## src/rtl/bit_presence_store_pkg.sv

```systemverilog
// Shared widths and state encoding for the bit-presence store.
package bit_presence_store_pkg;

    localparam int unsigned DEFAULT_LETTER_INDEX_BITS = 4;
    localparam int unsigned DEFAULT_WORD_INDEX_BITS   = 6;
    localparam int unsigned DEFAULT_ADDRESS_BITS      =
        DEFAULT_LETTER_INDEX_BITS + DEFAULT_WORD_INDEX_BITS;

    typedef enum logic {
        CLEAR = 1'b0,
        RUN   = 1'b1
    } storeState_t;

endpackage

```

## src/rtl/address_counter.sv

```systemverilog
// Free-running address generator, enabled once storage has been cleared.
module address_counter
    import bit_presence_store_pkg::*;
#(
    parameter int unsigned LETTERINDEXBITS = DEFAULT_LETTER_INDEX_BITS,
    parameter int unsigned WORDINDEXBITS   = DEFAULT_WORD_INDEX_BITS
) (
    input  logic                                     clock,
    input  logic                                     clearStorage,
    input  logic                                     storageReady,
    output logic [LETTERINDEXBITS+WORDINDEXBITS-1:0] address,
    output logic                                     newAddress
);

    localparam int unsigned ADDRESSBITS = LETTERINDEXBITS + WORDINDEXBITS;

    logic [ADDRESSBITS-1:0] counter;

    // Counter wraps naturally at 2^ADDRESSBITS.
    always_ff @(posedge clock) begin
        if (clearStorage) begin
            counter    <= '0;
            address    <= '0;
            newAddress <= 1'b0;
        end else if (storageReady) begin
            address    <= counter;
            newAddress <= 1'b1;
            counter    <= counter + ADDRESSBITS'(1);
        end else begin
            newAddress <= 1'b0;
        end
    end

endmodule

```

## src/rtl/address_splitter.sv

```systemverilog
// Registers the word/letter split of the current address plus its valid flag.
module address_splitter
    import bit_presence_store_pkg::*;
#(
    parameter int unsigned LETTERINDEXBITS = DEFAULT_LETTER_INDEX_BITS,
    parameter int unsigned WORDINDEXBITS   = DEFAULT_WORD_INDEX_BITS
) (
    input  logic                                     clock,
    input  logic                                     clearStorage,
    input  logic [LETTERINDEXBITS+WORDINDEXBITS-1:0] address,
    input  logic                                     newAddress,
    output logic [WORDINDEXBITS-1:0]                 wordIndex,
    output logic [LETTERINDEXBITS-1:0]               letterIndex,
    output logic                                     addressValid
);

    localparam int unsigned ADDRESSBITS = LETTERINDEXBITS + WORDINDEXBITS;

    always_ff @(posedge clock) begin
        if (clearStorage) begin
            wordIndex    <= '0;
            letterIndex  <= '0;
            addressValid <= 1'b0;
        end else begin
            wordIndex    <= address[WORDINDEXBITS-1:0];
            letterIndex  <= address[ADDRESSBITS-1:WORDINDEXBITS];
            addressValid <= newAddress;
        end
    end

endmodule

```

## src/rtl/bit_storage.sv

```systemverilog
// Row-organised bit array with a row-at-a-time clear sweep, set-only write and one read port.
module bit_storage
    import bit_presence_store_pkg::*;
#(
    parameter int unsigned LETTERINDEXBITS = DEFAULT_LETTER_INDEX_BITS,
    parameter int unsigned WORDINDEXBITS   = DEFAULT_WORD_INDEX_BITS
) (
    input  logic                       clock,
    input  logic                       clearStorage,
    input  logic                       addressValid,
    input  logic [WORDINDEXBITS-1:0]   wordIndex,
    input  logic [LETTERINDEXBITS-1:0] letterIndex,
    input  logic                       inquiry,
    input  logic [WORDINDEXBITS-1:0]   inquiryWordIndex,
    input  logic [LETTERINDEXBITS-1:0] inquiryLetterIndex,
    output logic                       storageReady,
    output logic                       readReady,
    output logic                       storedValue
);

    localparam int unsigned ROWS    = 2 ** WORDINDEXBITS;
    localparam int unsigned ROWBITS = 2 ** LETTERINDEXBITS;

    storeState_t              state;
    storeState_t              nextState;
    logic [WORDINDEXBITS-1:0] clearPtr;
    logic                     lastRow;
    logic                     writeEnable;
    logic [ROWBITS-1:0]       rows [ROWS];

    always_ff @(posedge clock) begin
        if (clearStorage) begin
            state <= CLEAR;
        end else begin
            state <= nextState;
        end
    end

    always_comb begin
        nextState   = state;
        lastRow     = 1'b0;
        writeEnable = 1'b0;
        case (state)
            CLEAR: begin
                lastRow = (clearPtr == WORDINDEXBITS'(ROWS - 1));
                if (lastRow) begin
                    nextState = RUN;
                end
            end
            RUN: begin
                writeEnable = addressValid;
            end
            default: nextState = CLEAR;
        endcase
    end

    // Control, clear pointer and read port; reads see the array before this edge's write.
    always_ff @(posedge clock) begin
        if (clearStorage) begin
            clearPtr     <= '0;
            storageReady <= 1'b0;
            readReady    <= 1'b0;
            storedValue  <= 1'b0;
        end else begin
            if (state == CLEAR) begin
                clearPtr <= clearPtr + WORDINDEXBITS'(1);
                if (lastRow) begin
                    storageReady <= 1'b1;
                end
            end
            readReady <= inquiry && storageReady;
            if (inquiry && storageReady) begin
                storedValue <= rows[inquiryWordIndex][inquiryLetterIndex];
            end
        end
    end

    // The array itself carries no reset; the clear sweep zeroes it row by row.
    always_ff @(posedge clock) begin
        if (!clearStorage) begin
            if (state == CLEAR) begin
                rows[clearPtr] <= '0;
            end else if (writeEnable) begin
                rows[wordIndex][letterIndex] <= 1'b1;
            end
        end
    end

endmodule

```

## src/rtl/bit_presence_store.sv

```systemverilog
// Address sweep feeding a bit-presence array, with an external query port.
module bit_presence_store
    import bit_presence_store_pkg::*;
#(
    parameter int unsigned LETTERINDEXBITS = DEFAULT_LETTER_INDEX_BITS,
    parameter int unsigned WORDINDEXBITS   = DEFAULT_WORD_INDEX_BITS
) (
    input  logic                                     clock,
    input  logic                                     clearStorage,
    input  logic                                     inquiry,
    input  logic [WORDINDEXBITS-1:0]                 inquiryWordIndex,
    input  logic [LETTERINDEXBITS-1:0]               inquiryLetterIndex,
    output logic                                     storageReady,
    output logic [LETTERINDEXBITS+WORDINDEXBITS-1:0] address,
    output logic                                     newAddress,
    output logic [WORDINDEXBITS-1:0]                 wordIndex,
    output logic [LETTERINDEXBITS-1:0]               letterIndex,
    output logic                                     readReady,
    output logic                                     storedValue
);

    logic addressValid;

    address_counter #(
        .LETTERINDEXBITS(LETTERINDEXBITS),
        .WORDINDEXBITS  (WORDINDEXBITS)
    ) counterInst (
        .clock       (clock),
        .clearStorage(clearStorage),
        .storageReady(storageReady),
        .address     (address),
        .newAddress  (newAddress)
    );

    address_splitter #(
        .LETTERINDEXBITS(LETTERINDEXBITS),
        .WORDINDEXBITS  (WORDINDEXBITS)
    ) splitterInst (
        .clock       (clock),
        .clearStorage(clearStorage),
        .address     (address),
        .newAddress  (newAddress),
        .wordIndex   (wordIndex),
        .letterIndex (letterIndex),
        .addressValid(addressValid)
    );

    bit_storage #(
        .LETTERINDEXBITS(LETTERINDEXBITS),
        .WORDINDEXBITS  (WORDINDEXBITS)
    ) storageInst (
        .clock             (clock),
        .clearStorage      (clearStorage),
        .addressValid      (addressValid),
        .wordIndex         (wordIndex),
        .letterIndex       (letterIndex),
        .inquiry           (inquiry),
        .inquiryWordIndex  (inquiryWordIndex),
        .inquiryLetterIndex(inquiryLetterIndex),
        .storageReady      (storageReady),
        .readReady         (readReady),
        .storedValue       (storedValue)
    );

endmodule

```

## config.mk

```make
export PLATFORM = sky130hd
export DESIGN_NAME = bit_presence_store
export DESIGN_NICKNAME = d
export VERILOG_FILES = /design/src/rtl/bit_presence_store_pkg.sv /design/src/rtl/address_counter.sv /design/src/rtl/address_splitter.sv /design/src/rtl/bit_storage.sv /design/src/rtl/bit_presence_store.sv
export SDC_FILE = /design/constraint.sdc
export NUM_CORES = 1
export LEC_CHECK = 0
export BUFFER_PORTS_ARGS = -buffer_cell sky130_fd_sc_hd__buf_2
export CORE_MARGIN = 10
export CORE_UTILIZATION = 48
export CTS_CLUSTER_SIZE = 28
export DETAILED_ROUTE_END_ITERATION = 10
export HOLD_SLACK_MARGIN = 0.02
export PLACE_DENSITY = 0.64
export SYNTH_ARGS = -nofsm -noshare
export SYNTH_HDL_FRONTEND = slang
export SYNTH_HIERARCHICAL = 1
export SYNTH_SLANG_ARGS = --single-unit
```

## constraint.sdc

```tcl
create_clock -name clock -period 11.7 [get_ports clock]
set_clock_uncertainty 0.2 [all_clocks]
set_input_delay 1.17 -clock clock [delete_from_list [all_inputs] [get_ports clock]]
set_output_delay 1.17 -clock clock [all_outputs]
set_load 0.1 [all_outputs]
```

## Word level (Yosys, flattened, before mapping)

Memory sizes are Yosys's and may differ from the RTL's.
Index checks and enable logic that the tools add are counted.
W data, S select, Z words.

| word-level totals | value |
|---|---|
| bits in read-only memories | 0 |
| word-level logic and storage cells | 42 |
| bits of input ports | 13 |
| memory bits (writable) | 1024 |
| register bits | 42 |
| memories kept | 1 |
| output and inout bits | 24 |
| bits in latches | 0 |

Memories:

| name | depth | bits a word | rd ports | clocked after Yosys merged registers in | wr ports | line | source |
|---|---|---|---|---|---|---|---|
| storageInst.rows | 64 | 16 | 1 | 0 | 1 | bit_storage.sv:29 | `logic [ROWBITS-1:0] rows [ROWS];` |

| cells by class | value |
|---|---|
| equality and inequality tests | 1 |
| bitwise gates (word level) | 1 |
| $add $sub $neg | 2 |
| reduce and logical (&&, ||, !) cells | 4 |
| shift operators | 0 |
| multiply operators | 0 |
| multiplexer cells | 19 |
| div/mod/pow operators | 0 |
| $lt $le $gt $ge | 3 |

Operators by type and width:

| kind | count |
|---|---|
| $mux W16 | 3 |
| $reduce_or A16 Y1 | 1 |
| $mux W1 | 13 |
| $add A10 B1 Y10 const B | 1 |
| $lt A4 B5 Y1 const B | 2 |
| $add A6 B1 Y6 const B | 1 |
| $eq A6 B6 Y1 const B | 1 |
| $mux W6 | 1 |
| $bmux W1 S4 | 1 |
| $demux W1 S4 | 1 |
| $ge A4 B1 Y1 const B | 1 |
| $logic_and A1 B1 Y1 | 2 |
| $reduce_and A2 Y1 | 1 |
| $not A1 Y1 | 1 |

## Longest topological paths before layout

Gate-level depths: netlist (run 1).

| depth | value |
|---|---|
| depth in word-level cells | 7 |
| depth in mapped cells | 14 |
| gate-level depth less buffers | 8 |

## Hierarchy

The synthesis (run 1) kept the hierarchy.

By module, submodules not included:

| module | cells each | seq. area each (sq um) | instances | area an instance (sq um) |
|---|---|---|---|---|
| bit_storage | 3063 | 30949.7 | 1 | 44604.0 |
| address_counter | 84 | 420.4 | 1 | 812.0 |
| address_splitter | 23 | 220.2 | 1 | 337.8 |

## Worst setup path before layout (run 1)

Ideal clock, no wire load.

| timing | value |
|---|---|
| kind | input -> register |
| start | input clearStorage |
| end | memory storageInst/rows[62][15] in the netlist's numbering, enable pin |
| data arrival time | 9872 ps |
| setup slack | 1329 ps |
| buffers on the path | 2 |
| required time | 11200 ps |
| library setup time | 300 ps |
| stages on the path | 8 |
| path through | or2_2 -> clkbuf_1 -> inv_2 -> mux2i_1 -> nor2_1 -> nand2_1 -> clkbuf_1 -> nor2_1 |

| between the ends | value |
|---|---|
| word-level cells in the longest chain between the ends | 4 |
| elaborated cells on any way between the ends | 7 |
| classes of those cells | mux (6); reduce/logical (1) |

Ends and longest elaborated chain:

| item | line | source |
|---|---|---|
| start, declared | bit_presence_store.sv:9 | `input logic clearStorage,` |
| $mux W1 | bit_storage.sv:80 | `if (!clearStorage) begin` |
| $mux W16 (implied by the code) | bit_storage.sv:84 | `rows[wordIndex][letterIndex] <= 1'b1;` |
| $reduce_or A16 Y1 (no source line) | n/a |  |
| $mux W6 (no source line) / $mux W16 (equally long branches) | n/a |  |
| end, declared | bit_storage.sv:29 |  |

Parallel ways exist; a longest one is shown, timed or not.

## Final worst setup path (run 1)

| timing | value |
|---|---|
| start | input clearStorage |
| end | memory storageInst/rows[5][13] in the netlist's numbering, enable pin |

Same word-level chain as after synthesis.

==> flow_summary.ini, run 1 <==
[outcome]
outcome = complete, no violations

[clock_tree]
path_clk_slew_ps = 60
clock-root-buffer = clkbuf_16
cts_buffer_depth = 3
clk-insertion-delay-late_ps = 650
cts_tree = built
post_cts_buffers = 0
cts.sinks = 1066
cts-buffers-inserted = 106
cts_resized = 0
holdBufCountCts = 0
cts-htree-levels = 3

[synthesis]
synth-compound-area-share_pct = 2.87
synth_cells = 3170
synth_top_family_by_area = multiplexers
synth-edff-count = 1024
async_flop_share_pct = 0
yosysMostFrequentCell = nor2_1
synth_warnings = 6
synthDominantCellAreaShare_pct = 67.2
synthTopCellsByCount = 1,078 x nor2_1, 1,024 x edfxtp_1, 232 x mux4_2
synth-main-ff-cell = edfxtp_1
avgSynthCellArea_um2 = 14.4
synth_mux_area_share_pct = 13.7
synthSimpleGateAreaFrac_pct = 11.4
syn_nets = 3185
synthXorXnorAreaFrac_pct = 0.153
syn_area_um2 = 45800
ys_top_cells_by_area = edfxtp_1 67%, mux4_2 11%, nor2_1 8.8%
synthAdderAreaFrac_pct = 0.0547
synth_top_area_cell = edfxtp_1
ys_seq_elements = 1066
synth_cell_types = 63
ys_seq_area_share_pct = 69.0

[timing]
drv_slew = 0
fmax_mhz = 168
period_needed_ps = 5940
fin_setup_tns_ps = 0
rsz0062_at_grt = false
worstMarginPinSlew_ps = 1350
setup_slack_ps = 5760
setup_violations = 0
max_slew_margin_pct = 9.45
hold_slack_ps = 272
hold_viol = 0
fin_crit_sh_pct = 50.8

[worst_setup_path]
cp.arrival_ps = 6080
startpoint_type = input port
rr_worst_depth = 8
worst-path-buf-inv = 3
startpoint = clearStorage
cp_common_cell = nor2_1
crit_chain = buf_2, or2_2, inv_8, buf_12, a31oi_1, nor2_1, nand2_1, nor2_1
crit_family = simple AND/OR/NAND/NOR gates
rr_endpoint = storageInst/rows[5][13]
slowest_delay_ps = 990
crit_slowest_cell = nand2_1
required_ps = 11840
rrSetupSlack_ps = 5890
path_class = in2reg
crit_fanout = 306
reg2reg_from = storageInst/state
worstSetupEndpointType = flop

[detailed_routing]
dr_total_vias = 27300
viasPerCell = 6.16
wire_per_inst_um = 26.9
ant_nets = 0
wirelength_um = 119000
drc = 0
first_pass_iters = 6
drt_iter0_markers = 3739

[die]
ios = 37
core-area_um2 = 94700
rows = 113
die_w_um = 329
die_y_um = 329
initial_core_util_pct = 48.3
die-area_um2 = 108000

[hold_path]
hold_path.class = reg2reg
worstHoldStart = counterInst/newAddress
holdPathEnd = splitterInst/addressValid
hold_depth = 1

[power_and_ir_drop]
intPower_mw = 6.17
pwr-share-clk_pct = 42.2
p_sw_mw = 1.67
pwr-share-seq_pct = 52.7
combPwrFrac_pct = 5.0
sw_frac_of_total_pct = 21.3
irDropWorstVdd_uv = 143
p_per_area_nw_per_um2 = 156
cellLeakagePower_nw = 17.0

[global_routing]
grt_pass1_wl_um = 175000
grt.overflow.total = 0
grt_use_total_pct = 21.8
grt_max_degree = 307
grt_pass1_vias = 26900
antenna_found_initial = 5

[layout]
drive_gt1_share_pct = 16.2
nFillCells = 7802
layout.nets = 3102
fin_cells = 4438
utilization_pct = 53.0
syn_to_final_growth_pct = 9.78
num_antenna_cells = 0

[run]
maxCapViolations = 0

[place]
dp_hpwl_um = 68800
place_inst = 4244
place_worst_setup_slack_ps = 5260
place_congestion = 0.909
numPortBuffers = 36
-- power groups by stage --
| stage | sequential, mW | clock (mW) | combinational [mW] |
|---|---|---|---|
| floorplan | 4.21 | 0 | 0.260 |
| global placement | 4.21 | 0 | 0.386 |
| detailed placement | 4.22 | 0 | 0.389 |
| CTS | 4.13 | 3.36 | 0.390 |
| global route | 4.13 | 3.52 | 0.413 |
| finish | 4.13 | 3.31 | 0.394 |
-- final cells by class --
| class | count | area (µm²) | area share [%] |
|---|---|---|---|
| flip-flops and latches | 1066 | 31600 | 62.9 |
| multi-input cells | 1827 | 13100 | 26.1 |
| clock buffers | 145 | 3030 | 6.03 |
| well taps | 1265 | 1580 | 3.15 |
| repair buffers | 74 | 519 | 1.03 |
| clock inverters | 49 | 355 | 0.707 |
| inverters | 12 | 52.6 | 0.105 |
-- worst max path at each step --
stage                                           to  cells after the start  slack (ps)
after floorplan           storageInst/rows[62][15]                      8        1330
after global placement     storageInst/storedValue                     11        5260
after detailed placement  storageInst/rows[47][15]                      8        5260
after CTS                  storageInst/rows[5][13]                      8        5950
after global routing        storageInst/rows[5][6]                      8        5490
final                      storageInst/rows[5][13]                      8        5760
-- registers in the layout, summed over array words and instances (netlist names) --
register	cells
storageInst/readReady	1
storageInst/state	1
splitterInst/wordIndex	6
splitterInst/letterIndex	4
storageInst/clearPtr	6
storageInst/storageReady	1
storageInst/storedValue	1
splitterInst/addressValid	1
counterInst/newAddress	1
storageInst/rows	1024
counterInst/counter	10
counterInst/address	10
-- cells by family after synthesis --
logic type / count (synthesis)
and+or+nand+nor: 1288
DFF: 1066
muxes: 335
buffers and inverters: 277
AOI/OAI and AO/OA: 194
xor gates and xnor gates: 8
adders and majority gates: 2
-- cell usage in the layout (no fill, tap or decap), drive strengths merged, types with 21 or more instances in the layout --
cell | Yosys | final
mux2i | 84 | 84
buf | 71 | 74
nor2 | 1078 | 1078
o221ai | 21 | 21
o22ai | 27 | 27
mux4 | 232 | 232
nand2 | 89 | 89
clkbuf | 194 | 145
clkinv | 0 | 41
edfxtp | 1024 | 1024
a21oi | 47 | 47
nor2b | 25 | 25
a22oi | 34 | 34
dfxtp | 42 | 42
-- metrics by stage --
step	instance area, µm²	power (mW)
3_3_place_gp	46800	4.60
3_5_place_dp	46800	4.61
4_1_cts	50200	7.89
6_report	50200	7.84
2_1_floorplan	45800	4.47
5_1_grt	50200	8.06
-- routing by layer --
| layer | global-route usage (%) | part of all wire [%] | routed length (µm) | vias to the layer above |
|---|---|---|---|---|
| met3 | 4.20 | 9.8 | 11700 | 232 |
| met5 | 0 | 0.026 | 31 | - |
| met2 | 34.6 | 48 | 56700 | 1396 |
| met1 | 30.0 | 39 | 46800 | 14200 |
| li1 | - | - | - | 11500 |
| met4 | 7.38 | 3.3 | 3880 | 4 |
Power figures use the tool's default switching activity.
==> run 2: changes to the inputs <==
clock period = 5.8 ns   (was 11.7 ns; I/O delays follow)
==> flow_summary.ini, run 2 (synthesized netlist as in run 1, its figures left out) <==
[detailed_routing]
ant_nets = 0
dr_total_vias = 27600
drc = 0
viasPerCell = 6.14
wirelength_um = 121000
drt_iter0_markers = 3837
wire_per_inst_um = 27.0
first_pass_iters = 6

[power_and_ir_drop]
p_per_area_nw_per_um2 = 311
power_mw = 15.7
cellLeakagePower_nw = 17.2
irDropWorstVdd_uv = 218

[clock_tree]
holdBufCountCts = 0
clock-root-buffer = clkbuf_16
cts_tree = built
path_clk_slew_ps = 60
cts-htree-levels = 3
cts-buffers-inserted = 107
post_cts_buffers = 0
cts_resized = 0
cts_buffer_depth = 3
clk-insertion-delay-late_ps = 680
cts.sinks = 1066

[worst_setup_path]
startpoint_type = flop
startpoint = storageInst/state
cp.arrival_ps = 4380
slowest_delay_ps = 910
crit_chain = nand2_1, or2_2, clkinv_16, mux2i_1, nor2_1, nand2_1, nor2_1
worstSetupEndpointType = flop
worst-path-buf-inv = 1
path_class = reg2reg
crit_fanout = 236
crit_family = simple AND/OR/NAND/NOR gates
reg2reg_from = storageInst/state
rrSetupSlack_ps = 1570
crit_slowest_cell = nand2_1
required_ps = 5950

[timing]
fin_crit_sh_pct = 72.9
rsz0062_at_grt = false
max_slew_margin_pct = 14.6
drv_slew = 0
fin_setup_tns_ps = 0
setup_slack_ps = 1570
setup_violations = 0
hold_viol = 0
fmax_mhz = 237
worstMarginPinSlew_ps = 1280
period_needed_ps = 4230

[die]
die_w_um = 329
rows = 113
initial_core_util_pct = 48.3
die_y_um = 329
die-area_um2 = 108000
ios = 37
core-area_um2 = 94700

[layout]
largest_reg_flops = 1024
final_common_cell = nor2_1
multiInputGateArea_um2 = 13100
syn_to_final_growth_pct = 10.7
seq_area_um2 = 31600
nFillCells = 7817
top_register = storageInst/rows
drive_gt1_share_pct = 17.7
num_antenna_cells = 0
layout.nets = 3158
largestRegisters = storageInst/rows x1024, counterInst/address x10, counterInst/counter x10
utilization_pct = 53.4
final_cell_mix = 1,075 x nor2_1, 1,024 x edfxtp_1, 232 x mux4_2

[global_routing]
antenna_found_initial = 4
grt_pass1_vias = 27500
grt_max_degree = 306
grt_pass1_wl_um = 178000
grt.overflow.total = 0
grt_use_total_pct = 22.1

[hold_path]
worstHoldStart = inquiryLetterIndex[1]
hold_path.class = in2reg

[place]
dp_hpwl_um = 69900
place_congestion = 0.871
numPortBuffers = 36
place_worst_setup_slack_ps = 1250

[run]
maxCapViolations = 0

[outcome]
outcome = complete, no violations
-- run 2: layer usage --
layer,global-route usage [%],up-vias,share of wire [%]
li1,-,11700,-
met1,28.7,14400,38
met2,37.1,1297,49
met3,4.60,234,9.0
met4,7.23,4,3.3
met5,0,-,0.026
-- run 2: worst register-to-register path, delay by kind of cell, from the launching register on --
family / cells / cell delay, ps
and+or+nand+nor: 5 / 2560
buffers and inverters: 1 / 400
muxes: 1 / 250
DFF: 1 / 490
-- run 2: area by class of cell --
class,count,area share [%]
inverter,12,0.141
clock buffer,141,5.74
multi-input combinational,1827,25.9
timing repair buffer,129,1.92
tap,1265,3.13
clock inverter,54,0.808
sequential,1066,62.4
-- run 2: per-stage QoR --
| step | instances | instance area [µm²] | hold WS [ps] |
|---|---|---|---|
| 5_1_grt | 4494 | 50600 | 169 |
| 2_1_floorplan | 3170 | 45800 | 264 |
| 3_5_place_dp | 4299 | 47300 | 269 |
| 6_report | 4494 | 50600 | 169 |
| 3_3_place_gp | 4298 | 47300 | 268 |
| 4_1_cts | 4494 | 50600 | 116 |
-- run 2: final timing paths --
check                           cells after the start                         to
worst max-delay path                                7    storageInst/rows[14][7]
worst min register to register                      1  splitterInst/addressValid
worst min-delay path                                4    storageInst/storedValue
worst max register to register                      7    storageInst/rows[14][7]
-- run 2: power breakdown --
part           internal [mW]  switching [mW]
clock network           3.73            2.85
registers               8.33         0.00778
logic                  0.266           0.536
total                   12.3            3.40
